**config.mk**
```make
export PLATFORM = sky130hd
export DESIGN_NAME = alloc_request_arbiter
export DESIGN_NICKNAME = d
export VERILOG_FILES = /design/src/rtl/alloc_request_arbiter.sv
export SDC_FILE = /design/constraint.sdc
export NUM_CORES = 1
export LEC_CHECK = 0
export CAP_MARGIN = 20
export CORE_AREA = 3 3 160 162
export DETAILED_ROUTE_END_ITERATION = 8
export DIE_AREA = 0 0 163 165
export GPL_TIMING_DRIVEN = 0
export PLACE_DENSITY_LB_ADDON = 0.15
export SLEW_MARGIN = 10
export SYNTH_ARGS = -nofsm -noshare
export SYNTH_HDL_FRONTEND = slang
export SYNTH_SLANG_ARGS = --single-unit
```
**constraint.sdc**
```tcl
create_clock -name clk -period 4.4 [get_ports clk]
set_clock_uncertainty 0.05 [all_clocks]
set_input_delay 0.88 -clock clk [delete_from_list [all_inputs] [get_ports clk]]
set_output_delay 0.88 -clock clk [all_outputs]
set_load 0.005 [all_outputs]
```
**src/rtl/alloc_request_arbiter.sv**
```systemverilog
// Round-robin front end for the MMU allocation port: picks one FPU request,
// issues it to the MMU, and returns ack+address or fail to that FPU only.
module alloc_request_arbiter #(
    parameter int NUM_FPUS      = 16,
    parameter int FPU_ID_WIDTH  = 4,
    parameter int GRANT_TIMEOUT = 4
) (
    input  logic                    clk,
    input  logic                    reset_n,
    input  logic [NUM_FPUS-1:0]     fpu_alloc_req,
    input  logic [NUM_FPUS*16-1:0]  fpu_alloc_size,
    output logic [NUM_FPUS-1:0]     fpu_alloc_ack,
    output logic [NUM_FPUS-1:0]     fpu_alloc_fail,
    output logic [31:0]             fpu_alloc_addr,
    output logic [FPU_ID_WIDTH-1:0] mmu_alloc_request_from,
    output logic [15:0]             mmu_alloc_size,
    output logic                    mmu_alloc_request_valid,
    input  logic [31:0]             mmu_alloc_address,
    input  logic                    mmu_alloc_grant,
    output logic [1:0]              debug_state,
    output logic [15:0]             debug_fail_count
);
    localparam int TIMER_W = $clog2(GRANT_TIMEOUT + 1);

    typedef enum logic [1:0] {
        IDLE  = 2'd0,
        ISSUE = 2'd1,
        WAIT  = 2'd2,
        RESP  = 2'd3
    } state_t;

    state_t                  state, state_next;
    logic [FPU_ID_WIDTH-1:0] last_winner, winner, pick_id, resp_id;
    logic [15:0]             pick_size;
    logic                    pick_found, hi_found;
    int                      hi_idx, lo_idx;
    logic [TIMER_W-1:0]      timer;
    logic                    go_ack, go_fail;
    logic [NUM_FPUS-1:0]     resp_onehot;

    // Lowest requester above last_winner wins; if none, wrap to the lowest overall.
    // NOTE: every always_comb output gets a default first so no latch is inferred.
    always_comb begin
        hi_found   = 1'b0;
        hi_idx     = 0;
        lo_idx     = 0;
        pick_found = 1'b0;
        for (int i = NUM_FPUS - 1; i >= 0; i--) begin
            if (fpu_alloc_req[i]) begin
                pick_found = 1'b1;
                lo_idx     = i;
                if (i > int'(last_winner)) begin
                    hi_found = 1'b1;
                    hi_idx   = i;
                end
            end
        end
        pick_id   = FPU_ID_WIDTH'(hi_found ? hi_idx : lo_idx);
        pick_size = '0;
        for (int i = 0; i < NUM_FPUS; i++) begin
            if (int'(pick_id) == i) pick_size = fpu_alloc_size[16*i +: 16];
        end
    end

    always_comb begin
        state_next = state;
        go_ack     = 1'b0;
        go_fail    = 1'b0;
        resp_id    = winner;
        case (state)
            IDLE: begin
                if (pick_found) begin
                    resp_id = pick_id;
                    if (pick_size == 16'd0) begin
                        go_fail    = 1'b1;
                        state_next = RESP;
                    end else begin
                        state_next = ISSUE;
                    end
                end
            end
            ISSUE: state_next = WAIT;
            WAIT: begin
                // Grant wins over a timeout landing on the same cycle.
                if (mmu_alloc_grant) begin
                    go_ack     = 1'b1;
                    state_next = RESP;
                end else if (timer == TIMER_W'(GRANT_TIMEOUT - 1)) begin
                    go_fail    = 1'b1;
                    state_next = RESP;
                end
            end
            RESP:    state_next = IDLE;
            default: state_next = IDLE;
        endcase
        for (int i = 0; i < NUM_FPUS; i++) begin
            resp_onehot[i] = (int'(resp_id) == i);
        end
    end

    // NOTE: asynchronous active-low reset; every register, outputs included, clears to 0
    // except last_winner, which starts at the top so FPU 0 has first priority.
    always_ff @(posedge clk or negedge reset_n) begin
        if (!reset_n) begin
            state                  <= IDLE;
            last_winner            <= FPU_ID_WIDTH'(NUM_FPUS - 1);
            winner                 <= '0;
            timer                  <= '0;
            mmu_alloc_request_from <= '0;
            mmu_alloc_size         <= '0;
            fpu_alloc_ack          <= '0;
            fpu_alloc_fail         <= '0;
            fpu_alloc_addr         <= '0;
            debug_fail_count       <= '0;
        end else begin
            // NOTE: non-blocking assignments so every register samples pre-edge values.
            state          <= state_next;
            fpu_alloc_ack  <= go_ack  ? resp_onehot : '0;
            fpu_alloc_fail <= go_fail ? resp_onehot : '0;
            fpu_alloc_addr <= go_ack  ? mmu_alloc_address : '0;
            if (state == IDLE && pick_found) begin
                winner <= pick_id;
                if (pick_size != 16'd0) begin
                    mmu_alloc_request_from <= pick_id;
                    mmu_alloc_size         <= pick_size;
                end
            end
            if (state == ISSUE) begin
                timer <= '0;
            end else if (state == WAIT) begin
                timer <= timer + TIMER_W'(1);
            end
            if (state == RESP) last_winner <= winner;
            if (go_fail && debug_fail_count != 16'hFFFF) begin
                debug_fail_count <= debug_fail_count + 16'd1;
            end
        end
    end

    assign mmu_alloc_request_valid = (state == ISSUE);
    assign debug_state             = state;

endmodule

```
==> key figures, run 1 <==
Outcome
  – Status: finished, violations left
  – Failing checks: setup timing

Layout
  – Layout cells sized above 1: 22.7%
  – FILL cells: between 2,000 and 2,500
  – Commonest non-fill, non-tap cell in the layout: clkdlybuf4s50_1
  – Util after Layout: 61.0%
  – Commonest non-fill, non-tap cells in the layout: 392 x clkdlybuf4s50_1, 149 x nand2_1, 109 x dfrtp_1
  – Register Area: 2830 um^2
  – Area grow syn2layout: 86.1%
  – # nets final: 1,775
  – Combined area of the multi-input logic cells: ~5500 um^2
  – Post-route cell area: 14,800 um^2

Synthesis
  – Syn nets: 1,279
  – Share of the synthesized area in the top cell type: around a third
  – Synth area leader: dfrtp_1
  – Syn Area/Cell: ~8.2 um^2
  – EDFF count, synth: 0
  – Seq cells post-synth: 113
  – Post-synthesis cell area: between 7000 and 8000 um^2
  – Netlist cell types: 89
  – Asr flop ratio synth: 100%
  – YS warnings: 0
  – Synthesized instance count: roughly 970
  – Top cells by area, synth: dfrtp_1 34%, nand2_1 7.2%, a21oi_1 4.2%
  – Sequential area share after synthesis: 35.7%
  – Ys flop type: dfrtp_1

CTS
  – CTS tree: done
  – Clk slew on worst S/H paths: 0.06 ns
  – Clk_lat worst skew: ~0.4 ns
  – H-tree depth: 4
  – Root Buffer: clkbuf_16
  – Clock buffer depth: 2
  – Clock sink count: 113
  – CTS Buf Count: 17

Timing
  – RSZ-0062 raised after global routing: true
  – Endpoints failing setup: 53
  – Fmax achieved: 211 MHz
  – Pins Over Slew Limit: 0
  – Final worst setup slack: -0.345 ns
  – Count of final hold-check violations: 0
  – Fin crit period: between 4 and 5 ns
  – Worst Tran Pin Value: 1.17 ns
  – Relative slew slack: ~22%
  – Hold Slack: 0.368 ns
  – Period utilisation layout: 108%

Critical path
  – CP Capture Type: flop
  – Critical Path RT: about 4.7 ns
  – Startpoint types: primary input
  – Worst path cell trace: buf_4, or3b_4, a41oi_4, nor3b_4, buf_4, a31o_2, buf_4, buf_4, nor4_2, o21ai_0, o2111a_1, a311o_2, a31oi_4, nand4_1, nor4_4, buf_6, buf_12, a32oi_4, or3_4, nor2_2
  – Critical Path Fanout Max: 7
  – Most used cell along the critical path: buf_4
  – Worst EP arrival: between 5 and 6 ns
  – Max stage delay on crit path: 0.43 ns
  – Critical path type: in -> reg
  – Slowest-stage cell, CP: or3b_4

Die
  – Io pins: 410
  – Die X: 163 um
  – Die area: between 20,000 and 30,000 um^2
  – Core box area: around 24,000 um^2
  – Starting density of the core: between 30% and 40%
  – Die Y: 165 um
  – Rows: 57

Placed design
  – Gp weighted congestion: approximately 1.0
  – Port Buf Inserts: 409
  – Final HPWL from detailed placement: 34,400 um
  – Placed Area: 12,500 um^2

Routing
  – First DRT Iteration DRCs: 1,029
  – Via count: 10,515
  – Pre-Repair DR Iteration Count: 8
  – Post-route DRC: 0
  – Final wirelength: 46,400 um
  – Post-DRT Antenna Nets: 0
  – DR WL/cell: 25.7 um
  – Routed vias/inst: approximately 5.8

Power and ir drop
  – Pwr dens: about 850 nW/um^2
  – Sw frac: 50.2%
  – Int Power: 6.27 mW
  – Pleak: 6.10 nW
  – Peak supply drop: approximately 0.00058 V
  – Design Power: between 10 and 15 mW
  – Combinational power share: 77.9%
  – Clock network power share: 10.8%
  – Power share of the sequential group: between 10% and 20%
  – NetSw: 6.33 mW

Global routing
  – Vias in the first global route: approximately 11,000
  – Pin count of the biggest net entering global routing: 60
  – Initial antenna violation count: 5
  – Remaining global-route overflow: 0
  – GRT Overall Usage: 32.9%
  – First-pass GRT wire length: roughly 67,000 um

Min path
  – Hold/Removal Path Class: in -> async

Flow run
  – Max-cap violations: 0
==> synthesized netlist by cell type (4+ instances only) <==
cell type and count:
mux2_2 12, ha_1 7, nand3_1 48, nor4_1 8, nor3_1 19, xor2_1 13
dfstp_2 4, and4_1 5, o21ai_0 54, a2bb2oi_1 4, a21boi_0 6, inv_1 13
a311o_1 5, o31ai_1 6, a21oi_1 66, buf_4 7, o22ai_1 15, nand2_1 152
o22a_1 5, a311oi_1 6, a21o_1 9, mux2i_1 13, a211o_1 8, buf_6 4
nor2b_1 8, a211oi_1 7, buf_1 6, nor4_2 4, a31oi_1 22, nand2b_1 9
dfrtp_1 109, and3_1 39, buf_2 36, o21a_1 5, or4_1 6, o211ai_1 11
nand4_1 17, or3_1 8, a221oi_1 7, clkbuf_1 26, nor2_1 66, o21ai_1 6
a22oi_1 8, a32oi_1 5
==> cells by family after synthesis <==
kind of cell               after synthesis  synth area share (%)
DFF                                    113                  35.7
adders and majority gates                7                  1.10
and+or+nand+nor                        409                  25.9
xor gates and xnor gates                14                  1.54
AOI/OAI and AO/OA                      305                  26.8
muxes                                   25                  3.34
buffers and inverters                   92                  5.62
==> what timing repair did <==
action                                  in CTS  in global routing
gates cloned                                 4                  1
gates resized for setup                    261                 75
hold endpoints to repair                     0                  0
buffers inserted                            47                 17
hold buffers                                 0                  0
pin swaps                                   72                 38
endpoints found under the setup margin      69                 53
==> worst paths after layout <==
| path | startpoint | endpoint | slack [ns] | cells after the start |
|---|---|---|---|---|
| worst min register to register | mmu_alloc_size[11] | mmu_alloc_size[11] | 0.43 | 2 |
| worst max-delay path | fpu_alloc_req[5] | fpu_alloc_fail[12] | -0.34 | 20 |
| min in group clk | mmu_alloc_size[11] | mmu_alloc_size[11] | 0.43 | 2 |
| worst max register to register | last_winner[0] | fpu_alloc_fail[12] | -0.22 | 19 |
| max in group asynchronous | reset_n | last_winner[0] | 3.21 | 2 |
| worst min-delay path | reset_n | fpu_alloc_fail[8] | 0.37 | 1 |
==> area by class of cell <==
cell class	instances	share of cell area, %
Sequential cell	113	19.2
Timing Repair Buffer	477	31.6
Multi-Input combinational cell	761	37.4
Clock inverter	11	0.872
Antenna cell	3	0.0508
Inverter	13	0.330
Clock buffer	21	3.18
Buffer	78	4.74
Tap cell	324	2.74
==> layer usage <==
metal | GRT usage (%) | wire length [um]
met3 | 10.6 | 5400
met1 | 38.8 | 16700
met5 | 0 | 33
met4 | 16.6 | 2780
met2 | 53.8 | 21500
==> power by group through the flow <==
stage | logic (mW) | registers (mW) | clock network (mW)
2_1_floorplan | 4.27 | 1.42 | 0
3_3_place_gp | 7.24 | 1.42 | 0
3_5_place_dp | 7.24 | 1.43 | 0
4_1_cts | 9.03 | 1.41 | 1.39
5_1_grt | 10.2 | 1.44 | 1.44
6_report | 9.82 | 1.42 | 1.37
==> worst max-delay path: cells and delay by family <==
family	cells	cell delay (ns)
AO/OA/AOI/OAI	7	1.52
AND/OR/NAND/NOR	7	1.69
buffers and inverters	6	0.89
==> registers in the layout, summed over array words and instances (netlist names) <==
register                count
last_winner                 4
debug_state                 2
timer                       3
fpu_alloc_addr             32
fpu_alloc_ack              16
fpu_alloc_fail             16
debug_fail_count           16
mmu_alloc_request_from      4
mmu_alloc_size             16
winner                      4
==> metrics by stage <==
stage / setup slack, ns / setup TNS, ns / std cells
floorplan: -0.00130 / -0.00130 / 965
global placement: -2.15 / -331.63 / 1698
detailed placement: -2.14 / -116.11 / 1699
CTS: -0.229 / -7.83 / 1782
global route: -0.426 / -18.08 / 1800
finish: -0.345 / -14.30 / 1801
No activity file was read; power rests on OpenSTA's default activity.
==> inputs of run 2 (changes only) <==
--- a/config.mk
+++ b/config.mk
@@ -6,9 +6,9 @@
 export NUM_CORES = 1
 export LEC_CHECK = 0
 export CAP_MARGIN = 20
-export CORE_AREA = 3 3 160 162
+export CORE_AREA = 3 3 157 159
 export DETAILED_ROUTE_END_ITERATION = 8
-export DIE_AREA = 0 0 163 165
+export DIE_AREA = 0 0 160 162
 export GPL_TIMING_DRIVEN = 0
 export PLACE_DENSITY_LB_ADDON = 0.15
 export SLEW_MARGIN = 10
==> constraint.sdc (replaced) <==
create_clock -name clk -period 5.3 [get_ports clk]
set_clock_uncertainty 0.05 [all_clocks]
set_input_delay 1.06 -clock clk [delete_from_list [all_inputs] [get_ports clk]]
set_output_delay 1.06 -clock clk [all_outputs]
set_load 0.005 [all_outputs]
==> run 2 against run 1 <==
The flow now finishes without violations. Utilization decreased by 2.0 points. Critical path depth is 2 lower. Register-to-register slack gained 0.61 ns. Sequential power fell by 17%. Non-clock buffer count down 41. Power decreased by 26%. Sequential share of layout area is 1.4 points higher. Clock power decreased by 17%. Global-route usage down 0.14 points. Wire length is 3.1% lower. Clock-buffer cell count is 4 lower. Die area down 3.6%. Critical path type unchanged. Critical endpoint is now debug_fail_count[12]. Largest cell class unchanged.
==> key figures, run 2 (synthesis gave the netlist of run 1 again) <==
CTS
  – CTS tree: done
  – Clk_lat worst skew: about 0.40 ns
  – Clock buffer depth: 2
  – H-tree depth: 4
  – Root Buffer: clkbuf_16
  – Clk slew on worst S/H paths: 0.05 ns
  – Hold-fix buffers, CTS: 0
  – CTS Buf Count: 17
  – Clock sink count: 113

Timing
  – Fin crit period: between 5 and 6 ns
  – Worst Tran Pin Value: 0.742 ns
  – Fmax achieved: 192 MHz
  – Count of final hold-check violations: 0
  – Pins Over Slew Limit: 0
  – Sum Neg Setup Slack: 0 ns
  – Relative slew slack: 50.6%
  – Period utilisation layout: between 90% and 100%
  – Endpoints failing setup: 0

Placed design
  – Placed Area: 12,500 um^2
  – Port Buf Inserts: slightly above 400
  – Final HPWL from detailed placement: 34,500 um
  – Gp weighted congestion: around 1.0

Layout
  – Layout cells sized above 1: 15.5%
  – # nets final: 1,734
  – FILL cells: 2,174
  – Register Area: around 2800 um^2
  – Post-route cell area: 13,800 um^2
  – Util after Layout: 59.0%
  – Commonest non-fill, non-tap cell in the layout: clkdlybuf4s50_1
  – Combined area of the multi-input logic cells: 5060 um^2
  – Area grow syn2layout: 73.8%
  – Commonest non-fill, non-tap cells in the layout: 398 x clkdlybuf4s50_1, 151 x nand2_1, 109 x dfrtp_1
  – Max FFs per register: 32
  – Reg with most FFs: fpu_alloc_addr

Routing
  – First DRT Iteration DRCs: 818
  – DR WL/cell: between 20 and 30 um
  – Post-DRT Antenna Nets: 0
  – Final wirelength: 44,900 um
  – Pre-Repair DR Iteration Count: 5
  – Post-route DRC: 0
  – Via count: 10,081
  – Routed vias/inst: 5.75

Die
  – Io pins: 410
  – Die X: 160 um
  – Starting density of the core: about a third
  – Die Y: 162 um
  – Rows: 56
  – Die area: 25,900 um^2
  – Core box area: 23,400 um^2

Global routing
  – Initial antenna violation count: 4
  – Pin count of the biggest net entering global routing: 76
  – Vias in the first global route: 10,056
  – GRT Overall Usage: 32.7%
  – First-pass GRT wire length: 64,700 um
  – Remaining global-route overflow: 0

Power and ir drop
  – Pwr dens: 672 nW/um^2
  – Design Power: 9.27 mW
  – Pleak: 5.78 nW
  – Peak supply drop: roughly 0.00033 V

Outcome
  – Status: finished clean

Critical path
  – Critical Path Fanout Max: 10
  – Crit path buf inv count: 4
  – Worst EP arrival: 5.44 ns
  – Max stage delay on crit path: 0.54 ns
  – Most used cell along the critical path: buf_6
  – Critical path type: in -> reg
  – Top delay family on crit path: compound AO/OA/AOI/OAI gates
  – Worst path cell trace: dlygate4sd2_1, or4_4, o21a_1, o211a_4, a211o_4, buf_6, buf_6, o211ai_2, a21oi_1, nor4_2, a211oi_2, o31ai_2, nand4_2, nor4_4, buf_4, a32oi_4, nor3_1, mux2_2
  – Startpoint types: primary input
  – Critical Path RT: 5.53 ns
  – Slowest-stage cell, CP: or4_4
  – CP Capture Type: flop

Flow run
  – Max-cap violations: 0

Min path
  – Hold/Removal Path Class: reg -> reg
-- run 2: cell count changes in the layout (fill, tap and decap cells not counted), moves of 5 or more --
cell             before  now
buf_12                6    1
dlymetal6s2s_1        0    5
clkbuf_4              9   16
nor3_4                7    0
nor3_1               10   17
clkbuf_8              6    0
buf_4                76   47
nor2_2               17    2
clkdlybuf4s50_1     392  398
nor2_1               45   64
buf_6                32   10
-- run 2: path summary, 6_finish.rpt --
path,depth (start not counted),to,slack (ns),from
worst max register to register,17,debug_fail_count[12],0.39,last_winner[3]
min in group asynchronous,1,debug_fail_count[3],0.51,reset_n
max in group asynchronous,2,mmu_alloc_size[12],4.00,reset_n
worst min-delay path,2,mmu_alloc_size[0],0.43,mmu_alloc_size[0]
worst max-delay path,18,debug_fail_count[12],0.09,fpu_alloc_req[9]
worst min register to register,2,mmu_alloc_size[0],0.43,mmu_alloc_size[0]
-- run 2: area by class of cell --
type                    count  share of cell area (%)
multi-input cells         761                    36.7
repair buffers            435                    31.3
flip-flops and latches    113                    20.5
plain buffers              79                    3.89
clock buffers              17                    3.08
well taps                 319                    2.89
clock inverters            15                    1.26
inverters                  13                   0.354
diodes                      2                  0.0363
-- run 2: worst register-to-register path: cells and delay by family, from the launching register on --
kind / cells / cell delay, ns
AND/OR/NAND/NOR: 6 / 1.48
AO/OA/AOI/OAI: 6 / 1.44
buffers and inverters: 4 / 0.91
flip-flops: 1 / 0.56
multiplexers: 1 / 0.36
-- run 2: through the flow --
stage          hold WS (ns)  cells  worst slack (ns)
2_1_floorplan         0.420    965             0.621
3_3_place_gp          0.415   1693             -1.32
3_5_place_dp          0.420   1695             -1.35
4_1_cts               0.434   1739          0.000752
5_1_grt               0.450   1754           -0.0468
6_report              0.429   1754            0.0911
-- run 2: timing repair --
action,CTS,global route
setup endpoints to repair,53,53
resized for setup,76,83
buffers inserted,12,10
pin swaps,12,21
gates cloned,0,3
-- run 2: report_power, final --
part / switching, mW / internal [mW] / total [mW]
Clock: 0.436 / 0.705 / 1.14
Sequential: 0.117 / 1.06 / 1.18
Combinational: 4.27 / 2.68 / 6.95
-- run 2: layer usage --
| metal | global-route usage (%) | share of wire (%) | wire (um) | vias to the layer above |
|---|---|---|---|---|
| met5 | 0 | 0.058 | 26 | - |
| met4 | 14.5 | 4.9 | 2210 | 4 |
| met3 | 9.97 | 10 | 4550 | 118 |
| met2 | 53.0 | 46 | 20800 | 646 |
| met1 | 40.4 | 39 | 17300 | 4800 |
| li1 | - | - | - | 4513 |
==> inputs of run 3 (changes only) <==
--- a/config.mk
+++ b/config.mk
@@ -11,6 +11,7 @@
 export DIE_AREA = 0 0 160 162
 export GPL_TIMING_DRIVEN = 0
 export PLACE_DENSITY_LB_ADDON = 0.15
+export REMOVE_ABC_BUFFERS = 1
 export SLEW_MARGIN = 10
 export SYNTH_ARGS = -nofsm -noshare
 export SYNTH_HDL_FRONTEND = slang
==> run 3 against run 2 <==
Cell area is 2.6% higher. Critical path depth stayed put. Utilization grew 1.6 points. Clock-buffer cell count up 4. Wire length fell by 7.4%. Worst hold slack got worse by 0.0011 ns. Combinational power shrank 2%. Via count shrank 3.0%. Sequential share of layout area is 0.53 points lower. Non-clock buffer count decreased by 28.
==> key figures, run 3 (synthesis gave the netlist of run 1 again) <==
CTS
  – Clk_lat worst skew: ~0.40 ns
  – Root Buffer: clkbuf_16
  – CTS Buf Count: 17
  – Clock sink count: roughly 110
  – Clock buffer depth: 2
  – Clk slew on worst S/H paths: 0.05 ns
  – CTS tree: done
  – H-tree depth: 4

Routing
  – Final wirelength: 41,600 um
  – Pre-Repair DR Iteration Count: 6
  – Routed vias/inst: ~5.6
  – Post-route DRC: 0
  – Post-DRT Antenna Nets: 0
  – Via count: 9,783
  – First DRT Iteration DRCs: around 800
  – DR WL/cell: around 24 um

Critical path
  – Critical path type: in -> reg
  – Critical Path RT: 5.57 ns
  – Critical Path Fanout Max: 10
  – FF-to-FF path depth: 19
  – Crit. Startpoint: fpu_alloc_req[8]
  – Startpoint types: primary input
  – Reg-to-reg critical path startpoint: last_winner[3]
  – CP Capture Type: flop
  – Worst EP arrival: 5.48 ns

Layout
  – FILL cells: between 2,000 and 2,500
  – Max FFs per register: 32
  – Commonest non-fill, non-tap cells in the layout: 396 x clkdlybuf4s50_1, 150 x nand2_1, 109 x dfrtp_1
  – Post-route cell area: about 14,000 um^2
  – # nets final: 1,710
  – Register Area: 2830 um^2
  – Layout cells sized above 1: 16.3%
  – Commonest non-fill, non-tap cell in the layout: clkdlybuf4s50_1
  – Area grow syn2layout: 78.4%
  – Combined area of the multi-input logic cells: about 5300 um^2
  – Reg with most FFs: fpu_alloc_addr

Timing
  – Fmax achieved: approximately 190 MHz
  – Pins Over Slew Limit: 0
  – Count of final hold-check violations: 0
  – Worst Tran Pin Value: approximately 0.7 ns
  – Endpoints failing setup: 0
  – Period utilisation layout: 98.3%
  – Hold Slack: 0.428 ns
  – Relative slew slack: between 50% and 60%
  – Fin crit period: 5.21 ns

Die
  – Die Y: 162 um
  – Starting density of the core: 33.9%
  – Die area: about 26,000 um^2
  – Io pins: 410
  – Rows: 56
  – Core box area: around 23,000 um^2
  – Die X: 160 um

Power and ir drop
  – Clock network power share: 12.5%
  – Int Power: about 4.6 mW
  – Combinational power share: 74.1%
  – Power share of the sequential group: 13.3%
  – Design Power: 9.17 mW
  – Pleak: 5.84 nW
  – Sw frac: 49.8%
  – Pwr dens: 648 nW/um^2
  – Peak supply drop: 0.000424 V
  – NetSw: about 4.6 mW

Placed design
  – Gp weighted congestion: approximately 0.9
  – Placed Area: 12,400 um^2
  – Port Buf Inserts: 409
  – Final HPWL from detailed placement: just under 30,000 um

Global routing
  – GRT Overall Usage: 30.8%
  – Initial antenna violation count: 10
  – Pin count of the biggest net entering global routing: 70
  – First-pass GRT wire length: 60,900 um
  – Remaining global-route overflow: 0
  – Vias in the first global route: 9,640

Min path
  – Hold/Removal Path Class: reg -> reg
  – Worst hold path cell count: 2
  – Min-delay src: mmu_alloc_size[15]

Flow run
  – Max-cap violations: 0

Outcome
  – Status: finished clean
[run 3: stage by stage]
step           utilization, %  instances   TNS [ns]  setup slack, ns
2_1_floorplan               -        886     -63.04            -1.48
3_3_place_gp             51.4       1614    -429.34            -5.13
3_5_place_dp             53.0       1631    -109.53            -2.23
4_1_cts                  58.6       1702          0           0.0117
5_1_grt                  60.5       1736  -0.000510        -0.000510
6_report                 60.5       1737          0           0.0909
[run 3: cell type report]
cell class,instances,area share (%)
flip-flops and latches,113,20.0
well taps,319,2.82
repair buffers,486,35.0
inverters,13,0.344
diodes,9,0.159
multi-input cells,765,37.5
clock inverters,11,0.980
clock buffers,21,3.25
[run 3: power groups by stage]
| stage | Clock, mW | Sequential [mW] | Combinational (mW) |
|---|---|---|---|
| 2_1_floorplan | 0 | 1.20 | 3.18 |
| 5_1_grt | 1.21 | 1.25 | 7.24 |
| 3_5_place_dp | 0 | 1.23 | 5.58 |
| 3_3_place_gp | 0 | 1.22 | 5.27 |
| 6_report | 1.15 | 1.22 | 6.80 |
| 4_1_cts | 1.17 | 1.22 | 6.35 |
[run 3: final timing paths]
check | end | slack (ns)
max in group asynchronous | mmu_alloc_size[11] | 3.98
min in group asynchronous | fpu_alloc_fail[9] | 0.53
setup reg to reg | debug_fail_count[3] | 0.36
hold reg to reg | mmu_alloc_size[15] | 0.43
hold / removal | mmu_alloc_size[15] | 0.43
setup / recovery | fpu_alloc_fail[15] | 0.09
[run 3: metal layers]
| metal | part of all wire [%] | wire [um] | global-route usage [%] |
|---|---|---|---|
| met4 | 3.8 | 1570 | 12.1 |
| met5 | 0.029 | 12 | 0 |
| met2 | 48 | 20100 | 51.5 |
| met1 | 39 | 16200 | 37.8 |
| met3 | 8.9 | 3710 | 8.42 |
[run 3: repair_timing]
action / in CTS / in global routing
gates cloned: 5 / 1
hold buffers: 0 / 0
buffers inserted: 34 / 24
gates resized for setup: 78 / 45
pin swaps: 20 / 26
setup endpoints to repair: 53 / 53
[run 3: critical path, cell delays in order]
cell	delay, ns
dlygate4sd2_1	0.30
or4_4	0.56
o21a_1	0.21
o211a_4	0.25
a211oi_4	0.31
buf_8	0.17
buf_12	0.16
nor4_4	0.07
buf_4	0.18
a221o_1	0.39
a211oi_2	0.22
a21oi_2	0.12
a211o_1	0.29
nor4_4	0.27
buf_6	0.17
a32oi_4	0.13
or3_4	0.49
nor2_1	0.12
